<file path="src/rtl/assert_checker_pkg.sv">
// assert_checker_pkg: register map, command codes, error bit indices and helpers
package assert_checker_pkg;
  localparam int unsigned ADR_CSR = 0;
  localparam int unsigned ADR_DPR = 1;
  localparam int unsigned ADR_CMDR = 2;
  localparam int unsigned ADR_FSMR = 3;
  typedef enum logic [2:0] {
    CMD_WAIT     = 3'b000,
    CMD_WRITE    = 3'b001,
    CMD_READ_ACK = 3'b010,
    CMD_READ_NAK = 3'b011,
    CMD_START    = 3'b100,
    CMD_STOP     = 3'b101,
    CMD_SET_BUS  = 3'b110,
    CMD_RSVD     = 3'b111
  } cmd_e;
  localparam int ERR_WB_ACK_NO_STB = 0;
  localparam int ERR_WB_UNSTABLE = 1;
  localparam int ERR_WB_FSMR_WR = 2;
  localparam int ERR_WB_BAD_CMD = 3;
  localparam int ERR_IRQ_NOT_EN = 4;
  localparam int ERR_I2C_STOP_IDLE = 5;
  localparam int ERR_I2C_FRAME = 6;
  localparam int ERR_I2C_MULTI_BUSY = 7;
  localparam int ERR_W = 8;
  localparam int CSR_IE = 6;
  localparam int CNT_W = 16;
  localparam int BIT_CNT_W = 4;
  function automatic logic [3:0] popcount8(input logic [ERR_W-1:0] v);
    popcount8 = '0;
    for (int i = 0; i < ERR_W; i++) popcount8 = popcount8 + 4'(v[i]);
  endfunction
endpackage

</file>
<file path="src/rtl/assert_checker_i2c_bus_mon.sv">
// i2c_bus_mon: START/STOP detection, busy flag and bit counter for one I2C bus
module i2c_bus_mon
  import assert_checker_pkg::*;
(
  input  logic                 clk,
  input  logic                 rst_n,
  input  logic                 scl,
  input  logic                 sda,
  output logic                 start,
  output logic                 stop,
  output logic                 busy,
  output logic [BIT_CNT_W-1:0] bit_cnt
);
  logic scl_q, sda_q, busy_q, busy_d;
  logic [BIT_CNT_W-1:0] cnt_q, cnt_d;
  // Condition detect; the counter runs 1..9 so the STOP clock edge after byte+ACK lands on 1
  always_comb begin
    start = scl_q & scl & sda_q & ~sda;
    stop = scl_q & scl & ~sda_q & sda;
    busy_d = start | (busy_q & ~stop);
    cnt_d = start ? '0 : (~scl_q & scl & busy_q) ? ((cnt_q == 4'd9) ? 4'd1 : cnt_q + 4'd1) : cnt_q;
  end
  // Previous line samples idle high; transfer state clears on reset
  always_ff @(posedge clk or negedge rst_n)
    if (!rst_n) begin
      scl_q <= 1'b1;
      sda_q <= 1'b1;
      busy_q <= 1'b0;
      cnt_q <= '0;
    end else begin
      scl_q <= scl;
      sda_q <= sda;
      busy_q <= busy_d;
      cnt_q <= cnt_d;
    end
  assign busy = busy_q;
  assign bit_cnt = cnt_q;
endmodule

</file>
<file path="config.mk">
export PLATFORM = sky130hd
export DESIGN_NAME = i2c_bus_mon
export DESIGN_NICKNAME = d
export VERILOG_FILES = /design/src/rtl/assert_checker_pkg.sv /design/src/rtl/assert_checker_i2c_bus_mon.sv
export SDC_FILE = /design/constraint.sdc
export NUM_CORES = 1
export LEC_CHECK = 0
export BUFFER_PORTS_ARGS = -buffer_cell sky130_fd_sc_hd__buf_4
export CAP_MARGIN = 5
export CORE_AREA = 10 10 47 49
export CTS_CLUSTER_DIAMETER = 60
export DETAILED_ROUTE_END_ITERATION = 8
export DIE_AREA = 0 0 57 59
export GPL_ROUTABILITY_DRIVEN = 0
export SYNTH_ARGS = -nofsm -noshare
export SYNTH_HDL_FRONTEND = slang
export SYNTH_SLANG_ARGS = --single-unit
</file>
<file path="constraint.sdc">
create_clock -name clk -period 2.2 [get_ports clk]
set_input_delay 0.11 -clock clk [delete_from_list [all_inputs] [get_ports clk]]
set_output_delay 0.11 -clock clk [all_outputs]
set_load 0.05 [all_outputs]
</file>
Yosys cells after proc, flatten, opt, wreduce, memory -nomap -nowiden
Cells that the tools add are included.
{"block": "totals", "inputBits": 4, "regBits": 7}
{"block": "classes", "n_addsub": 1, "eq_ne": 1, "bitwise": 13, "n_mux": 3, "n_reduce_logical": 1}
{"cell": "2-to-1 mux 4 bit", "n": 3}
{"cell": "AND 1 bit", "n": 8}
{"cell": "adder 4 x 1 -> 4 bit, second input constant", "n": 1}
{"cell": "== test 4 bit, second input constant", "n": 1}
{"cell": "NOT 1 bit", "n": 4}
{"cell": "nonzero test 2 bit", "n": 1}
{"cell": "bitwise OR 1 bit", "n": 1}

Longest topological paths before layout
Gate-level depths: netlist of the first run.
{"block": "logic_depth", "ltp_word": 6, "depth_mapped": 5, "ltp_nobuf": 5}

Least setup slack after synthesis of the first run
No wires, ideal clock.
{"block": "synth_path", "kind": "flip-flop to flip-flop", "start": "reg scl_q", "end": "reg cnt_q[0], in the netlist bit_cnt[0]", "arrival_ps": 1870, "period_less_slack_ps": 2072, "path_slack_ps": 128, "required_time_ps": 1998, "setup_time_ps": 202, "path_stages_with_launch": 4, "n_path_buf": 0, "cell_sequence": "dfstp_2 > nand2_1 > nor3b_1 > a211oi_2"}
{"block": "synth_between", "elab_chain_len": 4, "word_cells_on_any_way": 8}
{"item": "from (decl)", "line_no": "assert_checker_i2c_bus_mon.sv:14", "source": "logic scl_q, sda_q, busy_q, busy_d;"}
{"item": "from (signal assigned)", "line_no": "assert_checker_i2c_bus_mon.sv:31", "source": "scl_q <= scl;"}
{"item": "AND 1 bit * (3 in series)", "line_no": "assert_checker_i2c_bus_mon.sv:18", "source": "start = scl_q & scl & sda_q & ~sda;"}
{"item": "net start", "line_no": "assert_checker_i2c_bus_mon.sv:9", "source": "output logic start,"}
{"item": "2-to-1 mux 4 bit / nonzero test 2 bit (equally long branches)"}
{"item": "to (signal assigned)", "line_no": "assert_checker_i2c_bus_mon.sv:34", "source": "cnt_q <= cnt_d;"}
{"item": "to (decl)", "line_no": "assert_checker_i2c_bus_mon.sv:15", "source": "logic [BIT_CNT_W-1:0] cnt_q, cnt_d;"}
Mark *: on every way through the listed nets, which the timed path passes. The rest lies on a longest branch.
A chain may end at the register's enable or synchronous reset.

Final worst setup path of the first run
{"block": "layout_path", "start": "reg scl_q", "end": "out start"}
{"block": "layout_between", "elab_chain_len": 3}
{"item": "AND 1 bit (3 in series)", "line_no": "assert_checker_i2c_bus_mon.sv:18"}
{"item": "to (decl)", "line_no": "assert_checker_i2c_bus_mon.sv:9"}
No other way between the ends.

==> results of run 1 <==
final timing paths:
path                               to  cells past startpoint  slack, ns  startpoint
min reg2reg                bit_cnt[0]                      1       0.59  bit_cnt[0]
max in group asynchronous       sda_q                      2       1.79       rst_n
min in group clk                sda_q                      2       0.55         sda
max reg2reg                bit_cnt[0]                      3       0.98       scl_q
min                        bit_cnt[1]                      2       0.20       rst_n
max                             start                      3       0.64       scl_q
critical path: cells and delay by family (launching register included):
kind | cells | cell delay (ns)
DFF | 1 | 0.55
buffers and inverters | 1 | 0.26
and+or+nand+nor | 2 | 0.39
state kept, by name, indices dropped and copies added (netlist names):
register / flops
sda_q: 1
bit_cnt: 4
scl_q: 1
busy: 1
logic make-up after synthesis:
kind of cell	after synthesis	share of synthesized area (%)
adder cells (fa/ha/maj)	2	6.78
buffers and inverters	4	4.41
AND/OR/NAND/NOR	13	21.4
AO/OA/AOI/OAI	10	19.3
flip-flops	7	48.1
power groups by stage:
stage	combinational, mW	sequential (mW)	clock (mW)
after floorplan	0.0832	0.328	0
final	0.287	0.215	0.115
after CTS	0.291	0.216	0.119
after global routing	0.313	0.223	0.129
after detailed placement	0.286	0.217	0
after global placement	0.282	0.215	0
layout by cell type, fill, tap and decap left out:
| cell type | synthesis | layout |
|---|---|---|
| nor3b_1 | 2 | 2 |
| nand4_1 | 1 | 1 |
| dlygate4sd3_1 | 0 | 3 |
| o221ai_1 | 1 | 1 |
| ha_1 | 2 | 2 |
| nand2_1 | 3 | 3 |
| o211ai_1 | 1 | 1 |
| o21ai_0 | 2 | 2 |
| nand2b_1 | 1 | 1 |
| clkbuf_1 | 0 | 1 |
| a211oi_2 | 1 | 1 |
| a31oi_1 | 1 | 1 |
| a21boi_1 | 1 | 1 |
| nor2_1 | 1 | 1 |
| nand3_1 | 1 | 1 |
| nand3b_1 | 3 | 3 |
| o21ai_1 | 1 | 1 |
| inv_1 | 3 | 3 |
| buf_4 | 0 | 10 |
| clkbuf_4 | 0 | 3 |
| dfstp_2 | 2 | 2 |
| o22ai_1 | 1 | 1 |
| o21a_1 | 1 | 1 |
| dfrtp_1 | 5 | 5 |
| and3b_1 | 1 | 1 |
per-layer routing:
metal,vias up,part of all wire (%),track usage [%]
met1,144,42,4.82
met4,0,0,2.01
met5,-,0,0
met2,15,49,8.68
met3,0,8.6,4.08
li1,162,-,-
final cells by class:
type | instances | area, um^2
fillers | 149 | 886
inverters | 3 | 11.3
clock buffers | 4 | 26.3
well taps | 16 | 20.0
repair buffers | 13 | 105
flip-flops and latches | 7 | 178
multi-input cells | 25 | 175
==> flow_metrics.py, run 1 <==
metrics = {
    "status": {
        "status": "completed",
    },
    "synth": {
        "netlist-cell-type-count": 22,
        "synth_edf_count": 0,
        "yosysWarnings": 0,
        "ys_seq_area_share_pct": 48.1,
        "synth_top_area_share_pct": 33.9,
        "syn_nets": 42,
        "synthArstFlopShare_pct": 100,
        "synth-seq-cells": 7,
        "synth_ff_type": "dfrtp_1",
        "syn_inst": 36,
        "netlist_top_cells_count": "dfrtp_1, inv_1, nand2_1, nand3b_1",
        "netlist_area_um2": 369,
        "synth_top_cell_by_area": "dfrtp_1",
        "synth.area.top_cells": "dfrtp_1, dfstp_2, ha_1",
        "synth.avg_cell_area_um2": 10.3,
        "synth_most_common_cell": "dfrtp_1",
    },
    "setup_path": {
        "arrival_ns": 1.45,
        "worstPathCellList": "nand2_1 > nor3b_1 > buf_4",
        "crit_fanout": 5,
        "critPathSlowestCell": "dfstp_2",
        "cp.required_ns": 2.09,
        "max_stage_delay_ns": 0.55,
        "cp-end-kind": "output pin",
        "start_kind": "flop",
        "crit_type": "reg2out",
    },
    "sta": {
        "final.setup_skew_ns": 0.00621,
        "worstMarginPinSlew_ns": 0.302,
        "max_slew_margin_pct": 79.8,
        "finalHoldViolations": 0,
        "finalWorstSetupSlack_ns": 0.644,
        "report.final.slew_viol_count": 0,
        "fin_crit_sh_pct": 70.7,
        "fmax_mhz": 643,
        "rsz0062_at_grt": "no",
        "finalSetupTns_ns": 0,
        "fin_crit_ns": 1.56,
        "setup_viol": 0,
        "whs_ns": 0.199,
    },
    "global_routing": {
        "grt_usage_pct": 5.26,
        "grt_pass1_vias": 325,
        "overflow": 0,
        "grt_pass1_wl_mm": 1.38,
        "antenna_found_initial": 0,
        "grt_max_degree": 8,
    },
    "power_and_ir_drop": {
        "switchingPower_mw": 0.286,
        "p_leak_nw": 0.222,
        "combPwrFrac_pct": 46.5,
        "swShare_pct": 46.4,
        "p_per_area_nw_per_um2": 1200,
        "power_mw": 0.616,
        "p_int_mw": 0.330,
        "seq_power_share_pct": 34.8,
        "clkPwrFrac_pct": 18.6,
        "irDropWorstVdd_uv": 440,
    },
    "route": {
        "drt_wl_total_um": 825,
        "drt_iter0_markers": 10,
        "drc": 0,
        "via_per_inst": 4.72,
        "wire_per_inst_um": 12.1,
        "drt_pass1_iterations": 4,
        "via_count": 321,
        "ant_nets": 0,
    },
    "die": {
        "rows": 14,
        "die_area_um2": 3360,
        "floorplan.io_pins": 11,
        "die_y_um": 59,
        "die_x_um": 57,
        "initial_core_util_pct": 26.3,
        "design.core.area_um2": 1400,
    },
    "clock_tree": {
        "cts.root.buffer_cell": "clkbuf_4",
        "cts.sinks": 7,
        "clk_path_buf_depth": 2,
        "cts_tree": "yes",
        "h-tree-depth": 1,
        "cts_hold_buffers": 3,
        "numCtsBuffers": 3,
        "clk_latency_ns": 0.25,
        "cts_resized": 0,
        "clk_pin_slew_ns": 0.05,
        "cts_setup_buffers": 0,
    },
    "final_layout": {
        "nets": 59,
        "drive_above_1_share_pct": 30.8,
        "final_cells": 68,
        "diodes": 0,
        "post-route-util_pct": 36.8,
        "areaGrowthSynthToFinish_pct": 39.7,
        "final_area_um2": 515,
    },
    "placement": {
        "preCtsSetupSlack_ns": 0.910,
        "portBuffers": 10,
        "dp_hpwl_um": 637,
        "place_inst": 61,
        "placed_area_um2": 459,
    },
    "flow_run": {
        "cap_violations": 0,
    },
    "worst_hold_path": {
        "min_path_type": "in2async",
    },
}
Power figures use the tool's default switching activity.
==> run 2, diff against run 1 <==
==> constraint.sdc (replaced) <==
create_clock -name clk -period 1.47 [get_ports clk]
set_input_delay 0.0735 -clock clk [delete_from_list [all_inputs] [get_ports clk]]
set_output_delay 0.0735 -clock clk [all_outputs]
set_load 0.05 [all_outputs]
==> run 2 against run 1 <==
Net effect:
- routed wire length is 6.3% higher
- highest routed layer unchanged
- clock skew is 0.00096 ns lower
- critical path depth stayed put
- largest power group unchanged
- worst setup slack worse by 0.58 ns
- sequential cell count stayed put
- hold slack worse by 0.030 ns
==> flow_metrics.py, run 2 (same netlist as run 1, synthesis figures left out) <==
metrics = {
    "setup_path": {
        "cp.required_ns": 1.40,
        "ff2ff_path_depth": 3,
        "worstPathCellList": "nand2_4 > nor3b_4 > buf_6",
        "r2r-end": "bit_cnt[0]",
        "arrival_ns": 1.33,
        "cp-end-kind": "output pin",
        "crit_type": "reg2out",
        "critPathSlowestCell": "dfstp_2",
        "r2r_start": "scl_q",
        "r2r_setup_slack_ns": 0.23,
        "start_kind": "flop",
        "crit_fanout": 5,
        "max_stage_delay_ns": 0.57,
    },
    "final_layout": {
        "largest_register_ffs": 4,
        "diodes": 0,
        "drive_above_1_share_pct": 36.5,
        "layout_common_cells": "buf_4, dfrtp_1",
        "post-route-util_pct": 38.8,
        "fillers": 157,
        "nets": 59,
        "final_common_cell": "buf_4",
        "areaGrowthSynthToFinish_pct": 47.1,
    },
    "die": {
        "design.core.area_um2": 1400,
        "rows": 14,
        "die_area_um2": 3360,
        "die_x_um": 57,
        "initial_core_util_pct": 26.3,
        "floorplan.io_pins": 11,
        "die_y_um": 59,
    },
    "power_and_ir_drop": {
        "p_leak_nw": 0.235,
        "p_per_area_nw_per_um2": 1710,
        "combPwrFrac_pct": 46.5,
        "swShare_pct": 46.4,
        "irDropWorstVdd_uv": 512,
        "clkPwrFrac_pct": 19.0,
        "seq_power_share_pct": 34.5,
        "switchingPower_mw": 0.431,
        "p_int_mw": 0.498,
    },
    "route": {
        "via_per_inst": 4.91,
        "via_count": 334,
        "ant_nets": 0,
        "drt_pass1_iterations": 2,
        "wire_per_inst_um": 12.9,
        "drt_wl_total_um": 877,
        "drc": 0,
        "drt_iter0_markers": 8,
    },
    "worst_hold_path": {
        "min_path_type": "in2async",
    },
    "global_routing": {
        "grt_usage_pct": 5.51,
        "antenna_found_initial": 0,
        "grt_pass1_vias": 337,
        "overflow": 0,
        "grt_max_degree": 8,
        "grt_pass1_wl_mm": 1.46,
    },
    "clock_tree": {
        "cts_tree": "yes",
        "cts_setup_buffers": 0,
        "numCtsBuffers": 3,
        "cts.sinks": 7,
        "clk_latency_ns": 0.25,
        "h-tree-depth": 1,
        "clk_path_buf_depth": 2,
        "cts.root.buffer_cell": "clkbuf_4",
        "clk_pin_slew_ns": 0.06,
    },
    "sta": {
        "max_slew_margin_pct": 81.9,
        "worstMarginPinSlew_ns": 0.271,
        "fin_crit_ns": 1.41,
        "setup_viol": 0,
        "final.setup_skew_ns": 0.00525,
        "fin_crit_sh_pct": 95.6,
        "finalHoldViolations": 0,
        "fmax_mhz": 712,
        "report.final.slew_viol_count": 0,
        "finalSetupTns_ns": 0,
        "rsz0062_at_grt": "no",
    },
    "status": {
        "status": "completed",
    },
    "placement": {
        "dp_hpwl_um": 649,
        "portBuffers": 10,
    },
    "flow_run": {
        "cap_violations": 0,
    },
}
run 2: cell counts in the layout (fill, tap and decap cells not counted):
No cell type changed its count.
run 2: critical path, delay by kind of cell, from the launching register on:
family                 cells  cell delay (ns)
DFF                        1             0.57
buffers and inverters      1             0.19
and+or+nand+nor            2             0.32
run 2: power groups by stage:
stage	Clock, mW	Sequential, mW	Combinational (mW)
global placement	0	0.322	0.424
global route	0.203	0.331	0.470
CTS	0.184	0.321	0.434
finish	0.177	0.320	0.432
floorplan	0	0.491	0.126
detailed placement	0	0.324	0.427
run 2: area by class of cell:
class                           instances  area (um^2)  area share (%)
Tap cell                               16         20.0            3.69
Multi-Input combinational cell         25          199            36.6
Clock buffer                            4         26.3            4.84
Timing Repair Buffer                   13          109            20.0
Inverter                                3         11.3            2.07
Sequential cell                         7          178            32.7
run 2: worst max-delay path by stage:
stage,slack (ns),start,endpoint
4_1_cts,0.02,scl_q,start
6_report,0.06,scl_q,start
3_5_place_dp,0.27,scl_q,start
2_1_floorplan,-0.09,scl_q,bit_cnt[0]
3_3_place_gp,0.27,sda_q,bit_cnt[3]
5_1_grt,0.004,scl_q,start
run 2: per-layer routing:
layer  GRT usage (%)  part of all wire (%)
met1            5.28                    40
met2            8.53                    48
met3            5.36                    12
met4            1.01                     0
met5               0                     0
run 2: repair_timing:
item,in CTS,in global routing
pin swaps,1,2
endpoints found under the setup margin,1,2
hold buffers,3,0
gates resized for setup,1,3
cloned,0,0
hold endpoints to repair,9,0
run 2: per-stage QoR:
stage               setup slack (ns)  total power [mW]  cells  hold WS, ns  cell area [um^2]
detailed placement             0.268             0.751     61       -0.106               469
global route                 0.00411              1.00     68        0.164               543
floorplan                    -0.0946             0.616     36       -0.222               379
global placement               0.270             0.746     61       -0.105               469
finish                        0.0647             0.929     68        0.169               543
CTS                           0.0181             0.939     68        0.160               529
